==> config.mk <==
export PLATFORM = sky130hd
export DESIGN_NAME = vga_sync_monitor_flat
export DESIGN_NICKNAME = d
export VERILOG_FILES = /design/src/rtl/vga_sync_monitor_if.sv /design/src/rtl/vga_sync_monitor.sv /design/src/flat_wrapper.sv
export SDC_FILE = /design/constraint.sdc
export NUM_CORES = 1
export LEC_CHECK = 0
export CORE_MARGIN = 2
export CORE_UTILIZATION = 50
export CTS_CLUSTER_SIZE = 25
export DETAILED_ROUTE_END_ITERATION = 10
export PLACE_DENSITY = 0.75
export SYNTH_ARGS = -nofsm -noshare
export SYNTH_HDL_FRONTEND = slang
export SYNTH_SLANG_ARGS = --single-unit
==> constraint.sdc <==
create_clock -name clk -period 4.4 [get_ports clk]
set_clock_uncertainty 0.1 [all_clocks]
set_input_delay 0.88 -clock clk [delete_from_list [all_inputs] [get_ports clk]]
set_output_delay 0.88 -clock clk [all_outputs]
set_load 0.1 [all_outputs]
==> src/rtl/vga_sync_monitor_if.sv <==
// Sync inputs and recovered-timing outputs of the VGA sync monitor.
// master: the side that drives the sync stream and reads status.
// slave: the monitor itself.
interface vga_sync_monitor_if;
  logic       pix_en;
  logic       hsync;
  logic       vsync;
  logic       err_clr;
  logic [9:0] x;
  logic [9:0] y;
  logic       active;
  logic       frame_start;
  logic       locked;
  logic       err_h;
  logic       err_v;

  modport master (
    output pix_en, hsync, vsync, err_clr,
    input  x, y, active, frame_start, locked, err_h, err_v
  );

  modport slave (
    input  pix_en, hsync, vsync, err_clr,
    output x, y, active, frame_start, locked, err_h, err_v
  );
endinterface

==> src/rtl/vga_sync_monitor.sv <==
// Purpose: recover pixel coordinates from hsync/vsync, check timing, report lock/errors.
// Latency: x/y/active combinational from the counters; frame_start/locked/err_* one clk after the tick.
// Backpressure: none; every pix_en tick is consumed, pix_en low freezes all state except err_clr.
module vga_sync_monitor #(
  parameter int H_TOTAL     = 800,
  parameter int H_PULSE     = 96,
  parameter int H_BP        = 144,
  parameter int H_FP        = 784,
  parameter int V_TOTAL     = 521,
  parameter int V_PULSE     = 2,
  parameter int V_BP        = 31,
  parameter int V_FP        = 511,
  parameter int LOCK_FRAMES = 2
) (
  input logic               clk,
  input logic               rst,
  vga_sync_monitor_if.slave bus
);

  localparam logic [9:0] HT_M1   = 10'(H_TOTAL - 1);
  localparam logic [9:0] HP_M1   = 10'(H_PULSE - 1);
  localparam logic [9:0] HBP     = 10'(H_BP);
  localparam logic [9:0] HFP     = 10'(H_FP);
  localparam logic [9:0] VT_M1   = 10'(V_TOTAL - 1);
  localparam logic [9:0] VP_M1   = 10'(V_PULSE - 1);
  localparam logic [9:0] VBP     = 10'(V_BP);
  localparam logic [9:0] VFP     = 10'(V_FP);
  localparam logic [9:0] CNT_MAX = 10'd1023;

  // good_cnt must be able to hold LOCK_FRAMES itself
  localparam int             GW     = $clog2(LOCK_FRAMES + 1);
  localparam logic [GW-1:0]  LOCK_N = GW'(LOCK_FRAMES);
  localparam logic [GW-1:0]  ONE_G  = GW'(1);

  typedef enum logic [1:0] {SEARCH, TRACK, LOCKED} lock_state_t;

  logic [9:0]    hc, vc;
  logic          h_prev, v_prev;
  logic          h_seen, v_seen;
  logic          hfall, hrise, vfall, vrise;
  logic          h_err, v_err, any_err;
  logic          in_win;
  lock_state_t   state;
  logic [GW-1:0] good_cnt;
  logic          frame_bad;
  logic          frame_start_q, locked_q, err_h_q, err_v_q;

  // Edge detection and timing checks; everything is qualified by the pixel tick.
  // Vertical edges are only looked at on hsync falling edges.
  always_comb begin
    hfall   = bus.pix_en & h_prev & ~bus.hsync;
    hrise   = bus.pix_en & ~h_prev & bus.hsync;
    vfall   = hfall & v_prev & ~bus.vsync;
    vrise   = hfall & ~v_prev & bus.vsync;
    // The very first falling edge after reset has no reference line to measure.
    h_err   = (hfall & h_seen & (hc != HT_M1)) | (hrise & (hc != HP_M1));
    v_err   = (vfall & v_seen & (vc != VT_M1)) | (vrise & (vc != VP_M1));
    any_err = h_err | v_err;
  end

  // Horizontal counter: restarts on hsync fall, saturates so a dead sync never aliases.
  always_ff @(posedge clk or negedge rst) begin
    if (!rst) begin
      hc     <= '0;
      h_prev <= 1'b1;
      h_seen <= 1'b0;
    end else if (bus.pix_en) begin
      h_prev <= bus.hsync;
      if (hfall) begin
        hc     <= '0;
        h_seen <= 1'b1;
      end else if (hc != CNT_MAX) begin
        hc <= hc + 10'd1;
      end
    end
  end

  // Vertical counter: steps once per line (hsync fall), restarts on vsync fall.
  always_ff @(posedge clk or negedge rst) begin
    if (!rst) begin
      vc     <= '0;
      v_prev <= 1'b1;
      v_seen <= 1'b0;
    end else if (hfall) begin
      v_prev <= bus.vsync;
      if (vfall) begin
        vc     <= '0;
        v_seen <= 1'b1;
      end else if (vc != CNT_MAX) begin
        vc <= vc + 10'd1;
      end
    end
  end

  // Frame pulse and sticky error flags; a new error outranks a clear in the same clk.
  always_ff @(posedge clk or negedge rst) begin
    if (!rst) begin
      frame_start_q <= 1'b0;
      err_h_q       <= 1'b0;
      err_v_q       <= 1'b0;
    end else begin
      frame_start_q <= vfall;
      if (h_err)            err_h_q <= 1'b1;
      else if (bus.err_clr) err_h_q <= 1'b0;
      if (v_err)            err_v_q <= 1'b1;
      else if (bus.err_clr) err_v_q <= 1'b0;
    end
  end

  // Lock FSM: needs LOCK_FRAMES clean frames in a row after the first vsync fall.
  always_ff @(posedge clk or negedge rst) begin
    if (!rst) begin
      state     <= SEARCH;
      good_cnt  <= '0;
      frame_bad <= 1'b0;
      locked_q  <= 1'b0;
    end else begin
      case (state)
        SEARCH: begin
          if (vfall) begin
            state     <= TRACK;
            good_cnt  <= '0;
            frame_bad <= 1'b0;
          end
        end
        TRACK: begin
          if (vfall) begin
            frame_bad <= 1'b0;
            // An error on the closing edge belongs to the frame being closed.
            if (frame_bad | any_err) begin
              good_cnt <= '0;
            end else if (good_cnt == LOCK_N - ONE_G) begin
              good_cnt <= LOCK_N;
              state    <= LOCKED;
              locked_q <= 1'b1;
            end else begin
              good_cnt <= good_cnt + ONE_G;
            end
          end else if (any_err) begin
            frame_bad <= 1'b1;
          end
        end
        LOCKED: begin
          if (any_err) begin
            state    <= SEARCH;
            good_cnt <= '0;
            locked_q <= 1'b0;
          end
        end
        default: begin
          state    <= SEARCH;
          good_cnt <= '0;
          locked_q <= 1'b0;
        end
      endcase
    end
  end

  // Active window decode from the recovered counters.
  always_comb begin
    in_win = (hc >= HBP) && (hc < HFP) && (vc >= VBP) && (vc < VFP);
  end

  assign bus.active      = in_win;
  assign bus.x           = in_win ? hc - HBP : '0;
  assign bus.y           = in_win ? vc - VBP : '0;
  assign bus.frame_start = frame_start_q;
  assign bus.locked      = locked_q;
  assign bus.err_h       = err_h_q;
  assign bus.err_v       = err_v_q;

endmodule

==> src/flat_wrapper.sv <==
// flat-port wrapper written by rule: the top's interface ports become plain ports
module vga_sync_monitor_flat 
#(
  parameter int H_TOTAL     = 800,
  parameter int H_PULSE     = 96,
  parameter int H_BP        = 144,
  parameter int H_FP        = 784,
  parameter int V_TOTAL     = 521,
  parameter int V_PULSE     = 2,
  parameter int V_BP        = 31,
  parameter int V_FP        = 511,
  parameter int LOCK_FRAMES = 2
)
  (clk, rst, bus_pix_en, bus_hsync, bus_vsync, bus_err_clr, bus_x, bus_y, bus_active, bus_frame_start, bus_locked, bus_err_h, bus_err_v);
  vga_sync_monitor_if bus_i ();
  input logic clk;
  input logic rst;
  input wire logic [$bits(bus_i.pix_en)-1:0] bus_pix_en;
  input wire logic [$bits(bus_i.hsync)-1:0] bus_hsync;
  input wire logic [$bits(bus_i.vsync)-1:0] bus_vsync;
  input wire logic [$bits(bus_i.err_clr)-1:0] bus_err_clr;
  output wire logic [$bits(bus_i.x)-1:0] bus_x;
  output wire logic [$bits(bus_i.y)-1:0] bus_y;
  output wire logic [$bits(bus_i.active)-1:0] bus_active;
  output wire logic [$bits(bus_i.frame_start)-1:0] bus_frame_start;
  output wire logic [$bits(bus_i.locked)-1:0] bus_locked;
  output wire logic [$bits(bus_i.err_h)-1:0] bus_err_h;
  output wire logic [$bits(bus_i.err_v)-1:0] bus_err_v;
  assign bus_i.pix_en = bus_pix_en;
  assign bus_i.hsync = bus_hsync;
  assign bus_i.vsync = bus_vsync;
  assign bus_i.err_clr = bus_err_clr;
  assign bus_x = bus_i.x;
  assign bus_y = bus_i.y;
  assign bus_active = bus_i.active;
  assign bus_frame_start = bus_i.frame_start;
  assign bus_locked = bus_i.locked;
  assign bus_err_h = bus_i.err_h;
  assign bus_err_v = bus_i.err_v;
  vga_sync_monitor #(.H_TOTAL(H_TOTAL), .H_PULSE(H_PULSE), .H_BP(H_BP), .H_FP(H_FP), .V_TOTAL(V_TOTAL), .V_PULSE(V_PULSE), .V_BP(V_BP), .V_FP(V_FP), .LOCK_FRAMES(LOCK_FRAMES)) u_core (.clk(clk), .rst(rst), .bus(bus_i));
endmodule
==> summary.md, run 1 <==
| Metric | Value |
|---|---|
| Reg area | approximately 830 um2 |
| YS warnings | 0 |
| Die span in y | 69.4 um |
| Final min period | 3.92 ns |
| Largest net degree at the start of global routing | 34 |
| # rows | 23 |
| Total setup buffers inserted after CTS | 0 |
| Number of max-cap violations | 0 |
| Boundary Pins | 31 |
| Placement Setup Slack | 0.777 ns |
| Starting density of the core | 0.527 |
| Top cells by count, synth | nor2_1 (39), dfrtp_1 (31), inv_1 (18) |
| Final nets | 288 |
| Ratio of cells with drive above 1 in the final layout | 0.146 |
| Syn Std Cell Area | 2140 um2 |
| Core Footprint | about 4100 um2 |
| CP Max Fanout | 20 |
| Vias in the first global route | approximately 1700 |
| Cells after Synth | about 250 |
| CTS sink cnt | 33 |
| Die width | just under 70 um |
| Number of port buffers | 30 |
| Synth unique cells | 51 |
| CTS tree | yes |
| Cell with the most instances after synthesis | nor2_1 |
| Logic pwr share | 0.235 |
| Die ar. | about 4800 um2 |
| CP Data Arrival Time | 2.94 ns |
| Multi-input gate area | 1180 um2 |
| Setup TNS | 0 ns |
| Wire per inst | 14.2 um |
| Finished Core Util | 0.623 |
| Ys flop type | dfrtp_1 |
| DRC | 0 |
| Period utilization | 0.890 |
| Crit Path Class | flip-flop to output port |
| Mean Syn Cell Area | 8.59 um2 |
| Final antenna diode count | 0 |
| Fillers | approximately 360 |
| Drt total wl | 4590 um |
| Htree depth | 2 |
| Crit path launch type | flip-flop |
| Worst skew pair latency | about 0.28 ns |
| Remaining Overflow, GRT | 0 |
| Max Freq | about 260 MHz |
| Syn Nets | 264 |
| Clock network power share | 0.266 |
| DP HPWL | around 3200 um |
| Pint | about 0.55 mW |
| CTS max path bufs | 2 |
| DRT iter0 DRCs | 131 |
| Slew Viols, Final | 0 |
| RSZ-0062 raised after global routing | false |
| Sw power | 0.299 mW |
| PwrDens | 337 nW/um2 |
| RePlAce Congestion | 0.886 |
| Critical Path Sink Type | output port |
| Async S/R FF share, synth | 1.00 |
| Post-cts resize count | 0 |
| Final hold viol count | 0 |
| Worst vdd ir | 0.271 mV |
| Sequential area share after synthesis | 0.387 |
| First-pass GRT wire length | 7850 um |
| Routed Antenna Nets | 0 |
| Synthesized flop and latch total | 33 |
| Synth top area share | 0.363 |
| DR vias | about 1800 |
| Synth top area cells | dfrtp_1 (36%), nor2_1 (6.8%), xnor2_1 (6.1%), ha_1 (5.3%), o21ai_0 (3.7%) |
| Worst-Margin Slew | between 1 and 1.5 ns |
| CTS hold repair buffers | 0 |
| Worst relative slew slack | 0.289 |
| Final WS setup | 0.483 ns |
| Area grow syn2layout | 18.1% |
| Vias per cell | between 5 and 6 |
| Drt first pass iters | 4 |
| Register share of total power | 0.499 |
| Sw Ratio | 0.351 |
| Clk root buf | clkbuf_8 |
| Synth area leader | dfrtp_1 |
| Initial antenna violation count | 0 |
| Post-synth EDFFs | 0 |
| Num CTS Buffers | 5 |
| Clock transition at the registers of the reported paths | 0.08 ns |
| Status | finished clean |
| GRT Overall Usage | 0.201 |
| Leak | 1.09 nW |
| Setup-failing EPs final | 0 |
| HP Class | flip-flop to flip-flop |
| WP data required | 3.42 ns |
[through the flow]
stage               power (mW)  instances  hold slack, ns  area, um2
floorplan                0.567        249           0.335       2140
global placement         0.620        316           0.352       2440
detailed placement       0.626        316           0.355       2440
CTS                      0.856        324           0.369       2530
global route             0.910        324           0.399       2530
finish                   0.852        324           0.369       2530
[power groups by stage]
stage / registers [mW] / logic, mW / clock network [mW]
final: 0.425 / 0.200 / 0.226
after global routing: 0.437 / 0.229 / 0.244
after CTS: 0.423 / 0.201 / 0.232
after detailed placement: 0.428 / 0.198 / 0
after global placement: 0.427 / 0.192 / 0
after floorplan: 0.425 / 0.142 / 0
[layout by cell type, fill, tap and decap left out, types with 9 or more instances in the layout]
cell type | netlist | final
ha_1 | 9 | 9
clkdlybuf4s50_1 | 0 | 9
dfrtp_1 | 31 | 31
nand2_1 | 16 | 16
buf_4 | 1 | 18
o21ai_0 | 16 | 16
xnor2_1 | 15 | 15
nor2_1 | 39 | 39
nand2b_1 | 9 | 9
inv_1 | 18 | 18
[area by class of cell]
type,instances,area share
inverters,18,0.0267
multi-input cells,184,0.466
flip-flops and latches,33,0.328
clock inverters,3,0.00693
clock buffers,5,0.0272
repair buffers,31,0.121
well taps,50,0.0248
[flip-flops by register name (all words and copies together), names as in the netlist]
register / count
u_core.hc: 10
u_core.vc: 10
u_core.good_cnt: 2
u_core.state: 2
u_core.bus.err_h: 1
u_core.bus.err_v: 1
u_core.bus.frame_start: 1
u_core.bus.locked: 1
u_core.frame_bad: 1
u_core.h_prev: 1
u_core.h_seen: 1
u_core.v_prev: 1
u_core.v_seen: 1
[worst paths after layout]
| kind | cells past startpoint | start | to | slack, ns |
|---|---|---|---|---|
| max in group asynchronous | 2 | rst | u_core.h_prev$_DFFE_PN1P_ | 2.98 |
| hold / removal | 2 | u_core.v_prev$_DFFE_PN1N_ | u_core.v_prev$_DFFE_PN1N_ | 0.37 |
| hold reg to reg | 2 | u_core.v_prev$_DFFE_PN1N_ | u_core.v_prev$_DFFE_PN1N_ | 0.37 |
| min in group asynchronous | 2 | rst | u_core.good_cnt[0]$_DFFE_PN0P_ | 0.88 |
| setup / recovery | 8 | u_core.hc[5]$_DFFE_PN0P_ | bus_y[9] | 0.48 |
| setup reg to reg | 6 | u_core.h_prev$_DFFE_PN1P_ | u_core.good_cnt[0]$_DFFE_PN0P_ | 1.83 |
[layer usage]
layer / track usage / wire, um
met3: 0.0494 / 227
met2: 0.334 / 2210
met1: 0.257 / 2070
met5: 0 / 0
met4: 0.0632 / 82
[cell families (layout without fill, tap and decap cells)]
family	Yosys count	after routing	share of synthesized area
adders and majority gates	9	9	0.0526
xor gates and xnor gates	16	16	0.0655
AOI/OAI and AO/OA	45	45	0.144
buffers and inverters	32	57	0.0649
and+or+nand+nor	114	114	0.286
DFF	33	33	0.387
[worst max-delay path, cell delays in order (launching register included)]
cell,delay (ns)
dfrtp_1,0.45
inv_1,0.12
ha_1,0.18
nor4bb_1,0.26
o21ai_0,0.12
a221o_1,0.37
a221o_1,0.56
nor4_4,0.38
buf_12,0.22
Power figures use the tool's default switching activity.
==> run 2: changes to the inputs <==
==> constraint.sdc (replaced) <==
create_clock -name clk -period 4.4 [get_ports clk]
set_clock_uncertainty 0.1 [all_clocks]
set_input_delay 0.88 -clock clk [delete_from_list [all_inputs] [get_ports clk]]
set_output_delay 0.88 -clock clk [all_outputs]
set_load 0.05 [all_outputs]
==> summary.md, run 2 (synthesized netlist as in run 1, its figures left out) <==
| Metric | Value |
|---|---|
| Max Freq | 244 MHz |
| Period utilization | 0.932 |
| Worst vdd ir | 0.304 mV |
| WP data required | about 3.4 ns |
| Number of port buffers | 30 |
| CP Max Fanout | 20 |
| Htree depth | 2 |
| Setup TNS | 0 ns |
| R2R setup slack | 1.95 ns |
| Final min period | 4.10 ns |
| DRT iter0 DRCs | 239 |
| Number of max-cap violations | 0 |
| CTS hold repair buffers | 0 |
| Drt first pass iters | 5 |
| First-pass GRT wire length | approximately 8000 um |
| Num CTS Buffers | 5 |
| Boundary Pins | 31 |
| Worst skew pair latency | slightly below 0.3 ns |
| Vias in the first global route | 1681 |
| Setup-failing EPs final | 0 |
| Crit Path Class | flip-flop to output port |
| Final antenna diode count | 0 |
| Starting density of the core | 0.527 |
| Final hold viol count | 0 |
| Buf+Inv Stages, Crit Path | 2 |
| Die width | between 60 and 70 um |
| Leak | 1.42 nW |
| Die ar. | 4820 um2 |
| WP depth | 8 |
| CTS tree | yes |
| PwrDens | between 300 and 400 nW/um2 |
| Vias per cell | 5.51 |
| Hold path depth | 1 |
| RePlAce Congestion | 0.861 |
| GRT Overall Usage | 0.205 |
| CTS sink cnt | 33 |
| DR vias | 1796 |
| Remaining Overflow, GRT | 0 |
| CP Cell Sequence | inv_1 > ha_1 > nor4bb_1 > o21ai_0 > a221o_1 > a221o_1 > nor3_2 > dlygate4sd2_1 |
| # rows | 23 |
| Largest net degree at the start of global routing | 34 |
| Final Power | ~0.96 mW |
| Wire per inst | ~14 um |
| DRC | 0 |
| Finished Cell Area | 2630 um2 |
| CP Data Arrival Time | 3.12 ns |
| Top flop regs | u_core.hc (10), u_core.vc (10) |
| Drt total wl | roughly 4600 um |
| DP HPWL | 3180 um |
| Slew Viols, Final | 0 |
| Ratio of cells with drive above 1 in the final layout | 0.0761 |
| Status | finished clean |
| Largest delay share family, worst path | compound AO/OA/AOI/OAI gates |
| Critical Path Sink Type | output port |
| Clk root buf | clkbuf_8 |
| Most common library cell in the layout ignoring fill and taps | nor2_1 |
| HP Class | flip-flop to flip-flop |
| CTS max path bufs | 2 |
| RSZ-0062 raised after global routing | false |
| Clock transition at the registers of the reported paths | roughly 0.07 ns |
| Max incr delay on CP | 0.56 ns |
| Commonest non-fill, non-tap cells in the layout | nor2_1 (39), dfrtp_1 (31), inv_1 (18), dlymetal6s2s_1 (18) |
| Initial antenna violation count | 0 |
| Die span in y | 69.4 um |
| CP max stage cell | a221o_1 |
| Final nets | 290 |
| Worst relative slew slack | 0.294 |
| Worst-Margin Slew | 1.05 ns |
| DP Area | 2450 um2 |
| Most frequent CP cell | a221o_1 |
| Core Footprint | 4060 um2 |
| Final Non-Filler Cells | 326 |
| Dpl cells | between 300 and 400 |
| Routed Antenna Nets | 0 |
| Worst R2R Path Depth | 6 |
| Crit path launch type | flip-flop |
| Area grow syn2layout | 22.9% |
run 2: cell types whose count changed in the layout (fill, tap and decap cells not counted):
cell	delta
dlymetal6s2s_1	+18
clkinv_2	-1
bufinv_16	+2
a211oi_1	+1
dlygate4sd2_1	+1
a211oi_2	-1
buf_12	-4
clkdlybuf4s50_1	+1
buf_4	-14
clkinvlp_4	-1
run 2: layer usage:
metal,vias to the layer above,share of wire,track usage,routed length [um]
met4,0,0.015,0.0610,70
met2,52,0.47,0.327,2140
met5,-,0,0,0
met1,819,0.47,0.277,2170
li1,917,-,-,-
met3,8,0.047,0.0494,218
run 2: what timing repair did:
item	CTS	global route
setup endpoints to repair	1	18
pin swaps	0	0
setup buffers	0	0
resized for setup	1	18
run 2: layout make-up:
cell class	instances	area, um2
Fill cell	346	1430
Clock buffer	5	68.8
Timing Repair Buffer	33	364
Tap cell	50	62.6
Clock inverter	3	65.1
Sequential cell	33	828
Inverter	18	67.6
Multi-Input combinational cell	184	1170
run 2: worst paths after layout:
check,start,to
max in group asynchronous,rst,u_core.h_prev$_DFFE_PN1P_
worst min register to register,u_core.h_seen$_DFFE_PN0P_,u_core.h_seen$_DFFE_PN0P_
worst min-delay path,u_core.h_seen$_DFFE_PN0P_,u_core.h_seen$_DFFE_PN0P_
worst max-delay path,u_core.hc[5]$_DFFE_PN0P_,bus_x[7]
worst max register to register,u_core.hc[4]$_DFFE_PN0P_,u_core.hc[9]$_DFFE_PN0P_
min in group asynchronous,rst,u_core.good_cnt[1]$_DFFE_PN0P_
run 2: metrics by stage:
| stage | utilization | hold WS (ns) | worst slack [ns] |
|---|---|---|---|
| 3_3_place_gp | 0.604 | 0.352 | 0.388 |
| 2_1_floorplan | - | 0.335 | 0.872 |
| 5_1_grt | 0.648 | 0.395 | 0.121 |
| 6_report | 0.648 | 0.377 | 0.301 |
| 4_1_cts | 0.637 | 0.376 | 0.00255 |
| 3_5_place_dp | 0.604 | 0.354 | 0.314 |
run 2: power breakdown:
group / switching, mW / internal, mW
Sequential: 0.0680 / 0.358
Combinational: 0.104 / 0.0847
Clock: 0.120 / 0.225
==> run 3: changes to the inputs <==
--- a/config.mk
+++ b/config.mk
@@ -7,6 +7,7 @@
 export LEC_CHECK = 0
 export CORE_MARGIN = 2
 export CORE_UTILIZATION = 50
+export CTS_BUF_LIST = sky130_fd_sc_hd__clkbuf_16
 export CTS_CLUSTER_SIZE = 25
 export DETAILED_ROUTE_END_ITERATION = 10
 export PLACE_DENSITY = 0.75
==> summary.md, run 3 (synthesized netlist as in run 1, its figures left out) <==
| Metric | Value |
|---|---|
| Status | finished clean |
| Period utilization | 0.960 |
| Wire per inst | 14.3 um |
| Worst relative slew slack | 0.283 |
| Ratio of cells with drive above 1 in the final layout | 0.0761 |
| PwrDens | ~400 nW/um2 |
| Final Power | 1.07 mW |
| DR vias | ~1800 |
| Critical Path Sink Type | output port |
| Drt total wl | 4670 um |
| Vias in the first global route | 1705 |
| RSZ-0062 raised after global routing | false |
| Die ar. | 4820 um2 |
| Boundary Pins | 31 |
| CP Max Fanout | 20 |
| Worst vdd ir | around 0.31 mV |
| Clk root buf | clkbuf_16 |
| Final min period | ~4.2 ns |
| RePlAce Congestion | 0.861 |
| Placement Setup Slack | between 0.3 and 0.4 ns |
| CTS sink cnt | 33 |
| Commonest non-fill, non-tap cells in the layout | nor2_1 (39), dfrtp_1 (31), inv_1 (18), dlymetal6s2s_1 (18) |
| Number of port buffers | 30 |
| Most common library cell in the layout ignoring fill and taps | nor2_1 |
| Routed Antenna Nets | 0 |
| Final antenna diode count | 0 |
| Final Non-Filler Cells | around 330 |
| Crit path launch type | flip-flop |
| Core Footprint | just over 4000 um2 |
| Area grow syn2layout | 25.6% |
| Number of max-cap violations | 0 |
| CTS tree | yes |
| DP HPWL | 3180 um |
| Remaining Overflow, GRT | 0 |
| Die span in y | 69.4 um |
| Worst-Margin Slew | 1.06 ns |
| Worst skew pair latency | 0.28 ns |
| Clock transition at the registers of the reported paths | 0.05 ns |
| CTS hold repair buffers | 0 |
| CP Data Arrival Time | ~3.2 ns |
| Final nets | slightly below 300 |
| Setup TNS | 0 ns |
| Drt first pass iters | 4 |
| Largest net degree at the start of global routing | 34 |
| Vias per cell | 5.58 |
| DRC | 0 |
| First-pass GRT wire length | 8000 um |
| Starting density of the core | 0.527 |
| Dpl cells | 318 |
| DRT iter0 DRCs | 153 |
| Max Freq | 237 MHz |
| Multi-input gate area | 1170 um2 |
| CTS max path bufs | 2 |
| Initial antenna violation count | 0 |
| Die width | 69.4 um |
| Fillers | 336 |
| Top flop regs | u_core.hc (10), u_core.vc (10) |
| WP data required | 3.42 ns |
| Slew Viols, Final | 0 |
| Htree depth | 2 |
| Final hold viol count | 0 |
| Reg area | 828 um2 |
| Setup-failing EPs final | 0 |
| Final WS setup | ~0.18 ns |
| Crit Path Class | flip-flop to output port |
| # rows | 23 |
| GRT Overall Usage | 0.206 |
| Num CTS Buffers | 5 |
| HP Class | flip-flop to flip-flop |
| Leak | 1.44 nW |
## run 3: per-stage QoR
step | util | hold WS (ns) | cell area (um2)
after floorplan | - | 0.335 | 2140
after global placement | 0.604 | 0.352 | 2450
after detailed placement | 0.604 | 0.354 | 2450
final | 0.662 | 0.371 | 2690
after CTS | 0.651 | 0.371 | 2640
after global routing | 0.662 | 0.392 | 2690
## run 3: routing by layer
metal	part of all wire	vias to the layer above	GRT usage
li1	-	917	-
met1	0.47	847	0.269
met2	0.47	50	0.344
met3	0.050	4	0.0494
met4	0.0081	0	0.0523
met5	0	-	0
## run 3: cell type report
type                            instances  area share
Multi-Input combinational cell        184       0.436
Clock inverter                          3      0.0242
Tap cell                               50      0.0233
Timing Repair Buffer                   33       0.136
Sequential cell                        33       0.308
Inverter                               18      0.0252
Clock buffer                            5      0.0466
## run 3: final timing paths
check                           depth (start not counted)                              to                 startpoint  slack, ns
worst min register to register                          1       u_core.h_seen$_DFFE_PN0P_  u_core.h_seen$_DFFE_PN0P_       0.37
worst min-delay path                                    1       u_core.h_seen$_DFFE_PN0P_  u_core.h_seen$_DFFE_PN0P_       0.37
worst max-delay path                                    8                      bus_active   u_core.hc[5]$_DFFE_PN0P_       0.18
max in group asynchronous                               2       u_core.v_prev$_DFFE_PN1N_                        rst       2.94
min in group asynchronous                               2  u_core.good_cnt[1]$_DFFE_PN0P_                        rst       0.91
worst max register to register                          6        u_core.hc[7]$_DFFE_PN0P_   u_core.hc[4]$_DFFE_PN0P_       1.93
## run 3: report_power, final
part           switching (mW)  leakage [nW]  internal (mW)
clock                   0.130        0.0938          0.323
combinational           0.104         0.923         0.0847
sequential             0.0682         0.419          0.359
total                   0.303          1.44          0.767
## run 3: worst max-delay path, stage by stage, from the launching register on
cell	delay [ns]
dfrtp_1	0.45
inv_1	0.12
ha_1	0.18
nor4bb_1	0.25
o21ai_0	0.11
a221o_1	0.36
a221o_1	0.56
inv_1	0.13
clkdlybuf4s50_1	0.80
## run 3: repair_timing
item                                    CTS  global route
resized for setup                         0            18
endpoints found under the setup margin    0            18
setup buffers                             0             0
